File: src/rtl/mem_access_arbiter.sv
`default_nettype none
// ============================================================================
// mem_access_arbiter : N-channel round-robin / fixed-priority arbiter onto one
//                      shared block memory, with locked bursts and read routing.
// Revision           : 1.0
// ============================================================================
module mem_access_arbiter #(
  parameter int NUM_CH    = 4,
  parameter int ADDR_W    = 10,
  parameter int DATA_W    = 96,
  parameter int READ_LAT  = 1,
  parameter int MAX_BURST = 8
) (
  input  logic                     in_clk,
  input  logic                     in_reset,
  input  logic                     in_mode,
  input  logic [NUM_CH-1:0]        in_req,
  input  logic [NUM_CH-1:0]        in_we,
  input  logic [NUM_CH-1:0]        in_lock,
  input  logic [NUM_CH*ADDR_W-1:0] in_addr,
  input  logic [NUM_CH*DATA_W-1:0] in_wdata,
  output logic [NUM_CH-1:0]        out_gnt,
  output logic [NUM_CH-1:0]        out_rvalid,
  output logic [DATA_W-1:0]        out_rdata,
  output logic [ADDR_W-1:0]        out_mem_addr,
  output logic [DATA_W-1:0]        out_mem_wdata,
  output logic                     out_mem_we,
  output logic                     out_mem_re,
  input  logic [DATA_W-1:0]        in_mem_rdata,
  output logic                     out_busy
);

  localparam int CH_W = (NUM_CH > 1) ? $clog2(NUM_CH) : 1;
  localparam int BC_W = (MAX_BURST > 1) ? $clog2(MAX_BURST) : 1;

  typedef enum logic [0:0] {
    S_IDLE = 1'b0,
    S_OWN  = 1'b1
  } state_e;

  state_e              state_q, state_d;
  logic [NUM_CH-1:0]   gnt_q, gnt_d;
  logic [CH_W-1:0]     rr_ptr_q, rr_ptr_d;
  logic [BC_W-1:0]     beat_cnt_q, beat_cnt_d;
  logic [READ_LAT-1:0] pipe_vld_q, pipe_vld_d;
  logic [CH_W-1:0]     pipe_id_q [READ_LAT];
  logic [CH_W-1:0]     pipe_id_d [READ_LAT];

  logic [CH_W-1:0]     w;
  logic [CH_W-1:0]     w_next;
  logic                own_req, own_we, own_lock;
  logic                beat, release_own;
  logic [NUM_CH-1:0]   arb_req;
  logic [CH_W-1:0]     arb_ptr;
  logic [CH_W:0]       arb_res;

  // Returns {found, index}; fp selects lowest index, otherwise search from ptr with wrap.
  function automatic logic [CH_W:0] pick(input logic [NUM_CH-1:0] req,
                                         input logic              fp,
                                         input logic [CH_W-1:0]   ptr);
    logic            found;
    logic [CH_W-1:0] idx;
    int              k;
    found = 1'b0;
    idx   = '0;
    for (int i = 0; i < NUM_CH; i++) begin
      k = fp ? i : (int'(ptr) + i) % NUM_CH;
      if (!found && req[k]) begin
        found = 1'b1;
        idx   = CH_W'(k);
      end
    end
    return {found, idx};
  endfunction

  always_comb begin
    w             = '0;
    out_mem_addr  = '0;
    out_mem_wdata = '0;
    for (int i = 0; i < NUM_CH; i++) begin
      if (gnt_q[i]) begin
        w             = CH_W'(i);
        out_mem_addr  = in_addr[i*ADDR_W +: ADDR_W];
        out_mem_wdata = in_wdata[i*DATA_W +: DATA_W];
      end
    end
  end

  assign own_req  = |(in_req & gnt_q);
  assign own_we   = |(in_we & gnt_q);
  assign own_lock = |(in_lock & gnt_q);
  assign w_next   = (w == CH_W'(NUM_CH - 1)) ? '0 : w + CH_W'(1);

  assign beat        = (state_q == S_OWN) && own_req;
  assign release_own = (state_q == S_OWN) &&
                       (!own_req || !own_lock || (beat_cnt_q == BC_W'(MAX_BURST - 1)));

  assign out_mem_we = beat & own_we;
  assign out_mem_re = beat & ~own_we;

  // On handoff in RR the outgoing owner is never re-selected; in FP it may
  // win again, which only happens if it is still requesting.
  always_comb begin
    if (state_q == S_IDLE) begin
      arb_req = in_req;
      arb_ptr = rr_ptr_q;
    end else begin
      arb_req = in_mode ? in_req : (in_req & ~gnt_q);
      arb_ptr = w_next;
    end
    arb_res = pick(arb_req, in_mode, arb_ptr);
  end

  always_comb begin
    state_d    = state_q;
    gnt_d      = gnt_q;
    rr_ptr_d   = rr_ptr_q;
    beat_cnt_d = beat_cnt_q;
    case (state_q)
      S_IDLE: begin
        if (arb_res[CH_W]) begin
          gnt_d      = {{(NUM_CH-1){1'b0}}, 1'b1} << arb_res[CH_W-1:0];
          beat_cnt_d = '0;
          state_d    = S_OWN;
        end
      end
      S_OWN: begin
        if (release_own) begin
          rr_ptr_d = w_next;
          if (arb_res[CH_W]) begin
            gnt_d      = {{(NUM_CH-1){1'b0}}, 1'b1} << arb_res[CH_W-1:0];
            beat_cnt_d = '0;
          end else begin
            gnt_d   = '0;
            state_d = S_IDLE;
          end
        end else if (beat) begin
          beat_cnt_d = beat_cnt_q + BC_W'(1);
        end
      end
      default: begin
        gnt_d   = '0;
        state_d = S_IDLE;
      end
    endcase
  end

  always_comb begin
    pipe_vld_d    = '0;
    pipe_vld_d[0] = out_mem_re;
    pipe_id_d[0]  = w;
    for (int i = 1; i < READ_LAT; i++) begin
      pipe_vld_d[i] = pipe_vld_q[i-1];
      pipe_id_d[i]  = pipe_id_q[i-1];
    end
  end

  always_ff @(posedge in_clk) begin
    if (in_reset) begin
      state_q    <= S_IDLE;
      gnt_q      <= '0;
      rr_ptr_q   <= '0;
      beat_cnt_q <= '0;
      pipe_vld_q <= '0;
    end else begin
      state_q    <= state_d;
      gnt_q      <= gnt_d;
      rr_ptr_q   <= rr_ptr_d;
      beat_cnt_q <= beat_cnt_d;
      pipe_vld_q <= pipe_vld_d;
    end
    pipe_id_q <= pipe_id_d;
  end

  // Gated by reset so a return can never surface in the reset cycle itself.
  always_comb begin
    out_rvalid = '0;
    for (int i = 0; i < NUM_CH; i++) begin
      out_rvalid[i] = pipe_vld_q[READ_LAT-1] && !in_reset &&
                      (pipe_id_q[READ_LAT-1] == CH_W'(i));
    end
  end

  assign out_rdata = in_mem_rdata;
  assign out_gnt   = gnt_q;
  assign out_busy  = (state_q == S_OWN) || (|pipe_vld_q);

endmodule
`default_nettype wire
File: config.mk
export PLATFORM = sky130hd
export DESIGN_NAME = mem_access_arbiter
export DESIGN_NICKNAME = d
export VERILOG_FILES = /design/src/rtl/mem_access_arbiter.sv
export SDC_FILE = /design/constraint.sdc
export NUM_CORES = 1
export LEC_CHECK = 0
export CORE_AREA = 5 5 286 288
export CTS_CLUSTER_DIAMETER = 150
export DETAILED_ROUTE_END_ITERATION = 8
export DIE_AREA = 0 0 291 293
export GPL_TIMING_DRIVEN = 0
export PLACE_DENSITY = 0.32
export SYNTH_ARGS = -nofsm -noshare
export SYNTH_HDL_FRONTEND = slang
export SYNTH_SLANG_ARGS = --single-unit
File: constraint.sdc
create_clock -name in_clk -period 3.3 [get_ports in_clk]
set_input_delay 0.825 -clock in_clk [delete_from_list [all_inputs] [get_ports in_clk]]
set_output_delay 0.825 -clock in_clk [all_outputs]
set_load 0.05 [all_outputs]
# After elaboration in Yosys (flattened, before gate mapping)
# Index checks and enable logic that the tools add are counted.
[totals]
regBits = 13
input_bits = 535
[op_classes]
addsub = 5
magnitude_cmp = 4
n_eq_ne = 8
shift = 1
n_mux = 50
bitwise_logic = 12
n_reduce_logical = 28
[ops]
columns = ["cell", "count"]
rows = [
  ["96-bit 2-to-1 mux", 4],
  ["32-bit by 4-bit less-than comparator with 1-bit output (second input constant)", 3],
  ["32-bit 2-to-1 mux", 3],
  ["10-bit 2-to-1 mux", 4],
  ["4-bit 2-to-1 mux", 5],
  ["2-bit 2-to-1 mux", 9],
  ["4-bit bitwise AND", 4],
  ["1-bit 2-to-1 mux", 15],
  ["4-bit OR reduction", 3],
  ["1-bit logical AND", 10],
  ["3-bit 2-to-1 mux", 3],
  ["1-bit binary-select mux with 2-bit select", 4],
  ["4-bit one-hot mux with 2 select lines", 1],
  ["2-bit == test (second input constant)", 3],
  ["1-bit logical NOT", 6],
  ["3-bit one-hot mux with 2 select lines", 1],
  ["2-bit OR reduction", 3],
  ["2-bit by 1-bit adder with 2-bit output (second input constant)", 2],
  ["2-bit adder (second input constant)", 2],
  ["4-bit NOT", 1],
  ["2-bit AND reduction", 2],
  ["1-bit by 2-bit << shifter with 4-bit output (first input constant)", 1],
  ["3-bit by 1-bit adder with 3-bit output (second input constant)", 1],
  ["1-bit bitwise AND (first input constant)", 3],
  ["11 further kinds", 15],
]

# Logic depth before layout (Yosys ltp)
# Gate-level depths: netlist of the first run.
[depth]
word_depth = 25
mapped_depth = 8
depth_no_buf = 7

# Least setup slack after synthesis of the first run
# No wires, ideal clock.
[synth_timing]
path_type = "reg2out"
startpoint = "register gnt_q[2] (netlist: out_gnt[2])"
endpoint = "output port out_mem_wdata[39]"
arrival_time_ps = 2917
t_required_ps = 2475
slack_ps = -442
path_stages_with_launch = 7
path_buffers = 4
cell_sequence = "dfxtp_1 > buf_4 > clkbuf_1 > clkbuf_1 > clkbuf_1 > a22oi_1 > o21ai_0"
[synth_between]
elab_chain_cells = 2
[synth_lines]
columns = ["item", "line_no", "source"]
rows = [
  ["start: declaration", "42", "logic [NUM_CH-1:0] gnt_q, gnt_d;"],
  ["start signal: assignment", "167", "gnt_q <= gnt_d;"],
  ["96-bit 2-to-1 mux (2 in series)", "81", "if (gnt_q[i]) begin"],
  ["end: declaration", "26", "output logic [DATA_W-1:0] out_mem_wdata,"],
]
# Every way passes these cells.

# Worst setup path after layout of the first run
[layout_timing]
startpoint = "register gnt_q[3] (netlist: out_gnt[3])"
endpoint = "output port out_mem_wdata[12]"
[layout_between]
elab_chain_cells = 1
[layout_lines]
columns = ["item", "line_no"]
rows = [
  ["96-bit 2-to-1 mux", "81"],
]
# Every way passes these cells.

==> reports/results.txt, run 1 <==
first-pass GRT wire length - 71800 um
peak supply drop - 0.000192 V
pwr/cell area - 574 nW/um^2
Final Worst Setup Slack - 0.0684 ns
vias in the first global route - 8742
RR Startpoint - out_gnt[2]
Slew @ Worst Pin - 0.857 ns
crit path max fanout - 10
Hold Crit Endpoint - beat_cnt_q[1]
Final ANT Viol Nets - 0
cts hold-fix bufs - 0
Port Buffer Count - 651
EDFF count, synth - 0
total gr overflow - 0
Reg2Reg Setup Slack - 1.05 ns
post-route cell area - 12300 sq um
final setup fails - 0
Hold Path Class - reg2reg
synthesized cell area - 4210 sq um
post-synth top area cell - a22oi_1
commonest non-fill, non-tap cell in the layout - clkdlybuf4s50_1
drt first pass iters - 5
Final Critical Period - 3.23 ns
die area - 85300 sq um
Synth async-reset ratio - 0
syn_nets - 1152
FILL cells - 9004
Yosys top cell area share - 0.393
antenna violations before repair - 5
GRT Total Usage - 0.116
Worst setup EP type - output pin
RSZ-0062 raised after global routing - yes
commonest cells after routing, fill and taps aside - 538 x clkdlybuf4s50_1, 219 x a22oi_1, 130 x buf_4
period utilisation layout - 0.979
WP data required - 2.47 ns
TritonCTS buffer count - 3
Boundary Pins - 748
drt drc - 0
Seq/Total Area, Yosys - 0.0619
clk_lat worst skew - 0.24 ns
Area Growth Syn to Fin - 193%
DP Area - 12200 sq um
Reg area - 260 sq um
leading post-synthesis cells by cell area - a22oi_1 39%, buf_4 17%, o21ai_0 12%
Die X - 291 um
crit start category - register
Yosys reg bits - 13
min-delay src - beat_cnt_q[1]
Max-slew headroom - 0.428
pin count of the biggest net entering global routing - 11
crit path kind - reg2out
static leakage - 4.48 nW
chip height - 293 um
synth warn - 0
Hold Path Cell Cnt - 2
status - complete, no violations
Vias - 7912
Max-Cap Viols - 0
H-tree depth - 1
clk_skew - 0.00140 ns
root buffer cell - clkbuf_16
Starting Density - 0.0535
wire per inst - 23.0 um
final wirelength - 53600 um
drt via density - 3.40
critical path arrival - 2.41 ns
Synth Instances - 615
CTS tree - yes
Core Area - 78600 sq um
post-synth cell types - 49
clk sinks - 13
ys flop type - dfxtp_1
Clock Pin Slew Worst Setup and Hold Paths - 0.05 ns
share of cells above drive strength 1 - 0.257
row cnt - 103
worst r2r dst - out_gnt[1]
FF-to-FF path depth - 8
DP HPWL - 48100 um
Max Fclk - 309 MHz
Longest Clk Path Bufs - 2
Mean Syn Cell Area - 6.84 sq um
Initial DRC Count - 288
pins over their slew limit - 0
Fin. Hold Viols - 0
pre-CTS setup slack - -2.65 ns
gpl congestion - 0.782
nets@finish - 1812
area of the multi-input gates - 3160 sq um
cell families (layout without fill, tap and decap cells):
kind of cell             count (synthesis)  in the layout  share of synthesized area
AO/OA/AOI/OAI                          369            369                      0.598
buffers and inverters                  166            825                      0.240
AND/OR/NAND/NOR                         63             63                     0.0904
flip-flops                              13             13                     0.0619
adder cells (fa/ha/maj)                  2              2                    0.00595
XOR/XNOR                                 1              1                    0.00208
multiplexers                             1              1                    0.00238
other                                    0              5                          0
stage by stage:
| step | cells | TNS, ns | total power, mW | utilization | hold WS, ns |
|---|---|---|---|---|---|
| finish | 2329 | 0 | 7.07 | 0.157 | 0.474 |
| CTS | 2324 | 0 | 7.07 | 0.154 | 0.473 |
| global route | 2324 | -0.0379 | 7.46 | 0.156 | 0.509 |
| global placement | 2316 | -233.27 | 7.03 | 0.155 | 0.474 |
| floorplan | 615 | -0.0663 | 3.97 | - | 0.452 |
| detailed placement | 2317 | -202.72 | 7.05 | 0.155 | 0.466 |
worst max-delay path by stage:
stage	start	end	slack, ns	depth (start not counted)
after floorplan	out_gnt[2]	out_mem_wdata[39]	-0.07	6
after global placement	out_gnt[3]	out_mem_wdata[49]	-2.84	7
after detailed placement	out_gnt[3]	out_mem_wdata[49]	-2.65	7
after CTS	out_gnt[3]	out_mem_wdata[71]	0.001	9
after global routing	out_gnt[3]	out_mem_wdata[12]	-0.02	9
final	out_gnt[3]	out_mem_wdata[12]	0.07	9
sequential cells by signal, indices dropped and copies added, names as in the netlist:
name,cells
out_gnt,4
beat_cnt_q,3
pipe_id_q,2
rr_ptr_q,2
pipe_vld_q,1
state_q,1
Yosys cell counts, types with 2 or more instances:
cell type / number
nand3b_1: 4
or2_2: 3
o22ai_1: 2
nand2b_1: 7
ha_1: 2
nand4_1: 4
o21bai_1: 3
buf_4: 97
o211a_1: 3
a21oi_1: 12
and2_1: 2
nor2b_1: 7
dfxtp_1: 13
and3_1: 2
nand3_1: 9
nor2_1: 6
o22a_1: 2
o211ai_1: 3
and3b_1: 2
inv_1: 5
buf_2: 10
nor3b_1: 2
o2111ai_1: 4
nand2_1: 6
o21ai_1: 8
nor3_1: 3
clkbuf_1: 52
nor4bb_1: 2
a22oi_1: 220
o21ai_0: 101
layout make-up:
type	count	area share
clock buffers	4	0.00641
inverters	5	0.00153
flip-flops and latches	13	0.0212
plain buffers	161	0.0938
repair buffers	655	0.513
diodes	5	0.00102
multi-input cells	436	0.257
well taps	1050	0.107
report_power, final:
part	total (mW)	leakage [nW]	internal (mW)	switching (mW)
sequential	0.225	0.106	0.187	0.0379
clock	0.238	0.0382	0.164	0.0746
combinational	6.60	4.34	2.05	4.56
routing by layer:
layer / routed length, um / track usage / part of all wire / vias up
li1: - / - / - / 3701
met1: 21400 / 0.137 / 0.40 / 3692
met2: 26500 / 0.207 / 0.49 / 501
met3: 5090 / 0.0432 / 0.095 / 18
met4: 640 / 0.0152 / 0.012 / 0
met5: 0 / 0 / 0 / -
worst max-delay path: stages, from the launching register on:
cell,delay [ns]
dfxtp_1,0.34
clkbuf_4,0.20
or2_2,0.34
nor3_4,0.21
buf_12,0.14
buf_4,0.20
buf_6,0.19
a22oi_1,0.12
o21ai_2,0.15
buf_8,0.23
repair_timing:
action                                  4_1_cts  5_1_grt
setup buffers                                 3        0
hold endpoints to repair                      0        0
endpoints found under the setup margin      117       86
resized for setup                           663       81
pin swaps                                     2        1
No activity file was read; power rests on OpenSTA's default activity.
==> run 2: changes to the inputs <==
--- a/config.mk
+++ b/config.mk
@@ -5,10 +5,11 @@
 export SDC_FILE = /design/constraint.sdc
 export NUM_CORES = 1
 export LEC_CHECK = 0
-export CORE_AREA = 5 5 286 288
+export CORE_AREA = 8 8 289 291
 export CTS_CLUSTER_DIAMETER = 150
 export DETAILED_ROUTE_END_ITERATION = 8
-export DIE_AREA = 0 0 291 293
+export DIE_AREA = 0 0 297 299
+export GPL_ROUTABILITY_DRIVEN = 0
 export GPL_TIMING_DRIVEN = 0
 export PLACE_DENSITY = 0.32
 export SYNTH_ARGS = -nofsm -noshare
==> run 2 against run 1 <==
Effect of this change:
- cell count is essentially flat
- combinational power grew 0.6%
- sequential power is essentially flat
- total power grew 0.53%
- global-route usage grew 0.31 points
- die area grew 4.2%
- core utilization is essentially flat
- worst setup slack gained 0.028 ns
- critical path depth is the same
- clock skew grew 0.0038 ns
==> reports/results.txt, run 2 (same netlist as run 1, synthesis figures left out) <==
status - complete, no violations (unchanged)
pins over their slew limit - 0 (unchanged)
WP data required - 2.47 ns (about the same)
Comb power frac - 0.934 (about the same)
Final ANT Viol Nets - 0 (unchanged)
Boundary Pins - 748 (unchanged)
Hold Path Class - reg2reg (unchanged)
pwr/cell area - 577 nW/um^2 (was 574 nW/um^2)
critical path arrival - 2.38 ns (was 2.41 ns)
clk_lat worst skew - 0.25 ns (was 0.24 ns)
clk_skew - 0.00523 ns (was 0.00140 ns)
crit path max fanout - 10 (unchanged)
RSZ-0062 raised after global routing - yes (unchanged)
die area - 88800 sq um (was 85300 sq um)
Reg power frac - 0.031 (was 0.032)
Sw Ratio - 0.659 (was 0.661)
DP HPWL - 50600 um (was 48100 um)
total internal power - 2.43 mW (was 2.40 mW)
final wirelength - 56800 um (was 53600 um)
DP Area - 12200 sq um (about the same)
CP peak stage delay - 0.35 ns (was 0.34 ns)
pre-CTS setup slack - -2.71 ns (was -2.65 ns)
Starting Density - 0.0535 (unchanged)
worst r2r dst - out_gnt[1] (unchanged)
crit-path cells - clkbuf_4, or2_2, nor3_4, buf_4, buf_6, clkbuf_4, a22oi_1, o21ai_1, buf_2 (was clkbuf_4, or2_2, nor3_4, buf_12, buf_4, buf_6, a22oi_1, o21ai_2, buf_8)
Switch Pwr - 4.68 mW (was 4.67 mW)
Max Fclk - 312 MHz (was 309 MHz)
drt drc - 0 (unchanged)
antenna violations before repair - 8 (was 5)
CP Depth - 9 (unchanged)
FILL cells - 8986 (was 9004)
drt first pass iters - 5 (unchanged)
commonest non-fill, non-tap cell in the layout - clkdlybuf4s50_1 (unchanged)
Crit-path slowest cell - or2_2 (was dfxtp_1)
Buf+Inv Stages, Crit Path - 5 (unchanged)
cts hold-fix bufs - 0 (unchanged)
crit start category - register (unchanged)
post-route cell area - 12300 sq um (about the same)
root buffer cell - clkbuf_16 (unchanged)
RR Startpoint - out_gnt[1] (was out_gnt[2])
static leakage - 4.47 nW (was 4.48 nW)
critical path's top delay family - buffers and inverters (unchanged)
peak supply drop - 0.000181 V (was 0.000192 V)
Final Critical Period - 3.20 ns (was 3.23 ns)
setup total negative slack - 0 ns (unchanged)
commonest cells after routing, fill and taps aside - 539 x clkdlybuf4s50_1, 218 x a22oi_1, 131 x buf_4 (was 538 x clkdlybuf4s50_1, 219 x a22oi_1, 130 x buf_4)
TritonCTS buffer count - 3 (unchanged)
row cnt - 103 (unchanged)
total power - 7.10 mW (was 7.07 mW)
H-tree depth - 1 (unchanged)
chip height - 299 um (was 293 um)
share of cells above drive strength 1 - 0.256 (was 0.257)
Longest Clk Path Bufs - 2 (unchanged)
drt via density - 3.39 (was 3.40)
wire per inst - 24.4 um (was 23.0 um)
clock network power share - 0.034 (about the same)
Port Buffer Count - 651 (unchanged)
Final Worst Setup Slack - 0.0966 ns (was 0.0684 ns)
Vias - 7887 (was 7912)
first-pass GRT wire length - 75800 um (was 71800 um)
max reg flops - 4 (unchanged)
Reg area - 260 sq um (unchanged)
crit path launch - out_gnt[3] (unchanged)
most frequent CP cell - clkbuf_4
total gr overflow - 0 (unchanged)
crit path kind - reg2out (unchanged)
FF-to-FF path depth - 7 (was 8)
Area Growth Syn to Fin - 193% (about the same)
Max-slew headroom - 0.457 (was 0.428)
Reg2Reg Setup Slack - 1.04 ns (was 1.05 ns)
Die X - 297 um (was 291 um)
period utilisation layout - 0.971 (was 0.979)
Clock Pin Slew Worst Setup and Hold Paths - 0.05 ns (about the same)
Core Area - 78600 sq um (unchanged)
final setup fails - 0 (unchanged)
Fin. Hold Viols - 0 (unchanged)
Critical path destination - out_mem_wdata[82] (was out_mem_wdata[12])
Slew @ Worst Pin - 0.814 ns (was 0.857 ns)
clk sinks - 13 (unchanged)
Max-Cap Viols - 0 (unchanged)
pin count of the biggest net entering global routing - 11 (unchanged)
Worst setup EP type - output pin (unchanged)
area of the multi-input gates - 3150 sq um (was 3160 sq um)
CTS tree - yes (unchanged)
vias in the first global route - 8753 (was 8742)
nets@finish - 1810 (was 1812)
GRT Total Usage - 0.119 (was 0.116)
Hold WS - 0.477 ns (was 0.474 ns)
Initial DRC Count - 438 (was 288)
## run 2: cell count changes in the layout (fill, tap and decap cells not counted), sizes merged
cell / delta
dlymetal6s2s: -1
clkdlybuf4s50: +1
buf: -14
clkdlybuf4s15: -4
diode: +1
clkbuf: +16
## run 2: worst register-to-register path: cells and delay by family, from the launching register on
kind / cells / cell delay (ns)
AO/OA/AOI/OAI: 2 / 0.41
buffers and inverters: 1 / 0.33
flip-flops: 1 / 0.43
AND/OR/NAND/NOR: 4 / 0.95
## run 2: power groups by stage
stage	clock network, mW	logic (mW)	registers [mW]
global route	0.256	7.02	0.231
finish	0.244	6.64	0.223
global placement	0	6.84	0.226
detailed placement	0	6.85	0.228
CTS	0.250	6.66	0.225
floorplan	0	3.72	0.252
## run 2: cell type report
| class | instances | share of cell area |
|---|---|---|
| Inverter | 5 | 0.00153 |
| Clock buffer | 4 | 0.00641 |
| Timing Repair Buffer | 653 | 0.509 |
| Sequential cell | 13 | 0.0212 |
| Tap cell | 1050 | 0.107 |
| Buffer | 161 | 0.0970 |
| Antenna cell | 6 | 0.00122 |
| Multi-Input combinational cell | 436 | 0.256 |
## run 2: through the flow
stage               std cells  utilization
floorplan                 615            -
global placement         2316        0.155
detailed placement       2317        0.155
CTS                      2322        0.155
global route             2322        0.156
finish                   2328        0.156
## run 2: worst min path at each step
stage	cells past startpoint	start	to	slack [ns]
finish	2	beat_cnt_q[1]	beat_cnt_q[1]	0.48
CTS	2	beat_cnt_q[1]	beat_cnt_q[1]	0.48
global placement	2	beat_cnt_q[1]	beat_cnt_q[1]	0.47
floorplan	2	beat_cnt_q[1]	beat_cnt_q[1]	0.45
detailed placement	2	beat_cnt_q[1]	beat_cnt_q[1]	0.47
global route	2	beat_cnt_q[1]	beat_cnt_q[1]	0.50
## run 2: metal layers
layer / wire, um / up-vias / track usage
met1: 23400 / 3686 / 0.141
li1: - / 3696 / -
met3: 5580 / 16 / 0.0481
met4: 437 / 0 / 0.0124
met5: 0 / - / 0
met2: 27400 / 489 / 0.208
## run 2: repair_timing
item / 4_1_cts / 5_1_grt
pin swaps: 1 / 0
gates resized for setup: 666 / 84
setup buffers: 1 / 0
endpoints found under the setup margin: 116 / 89
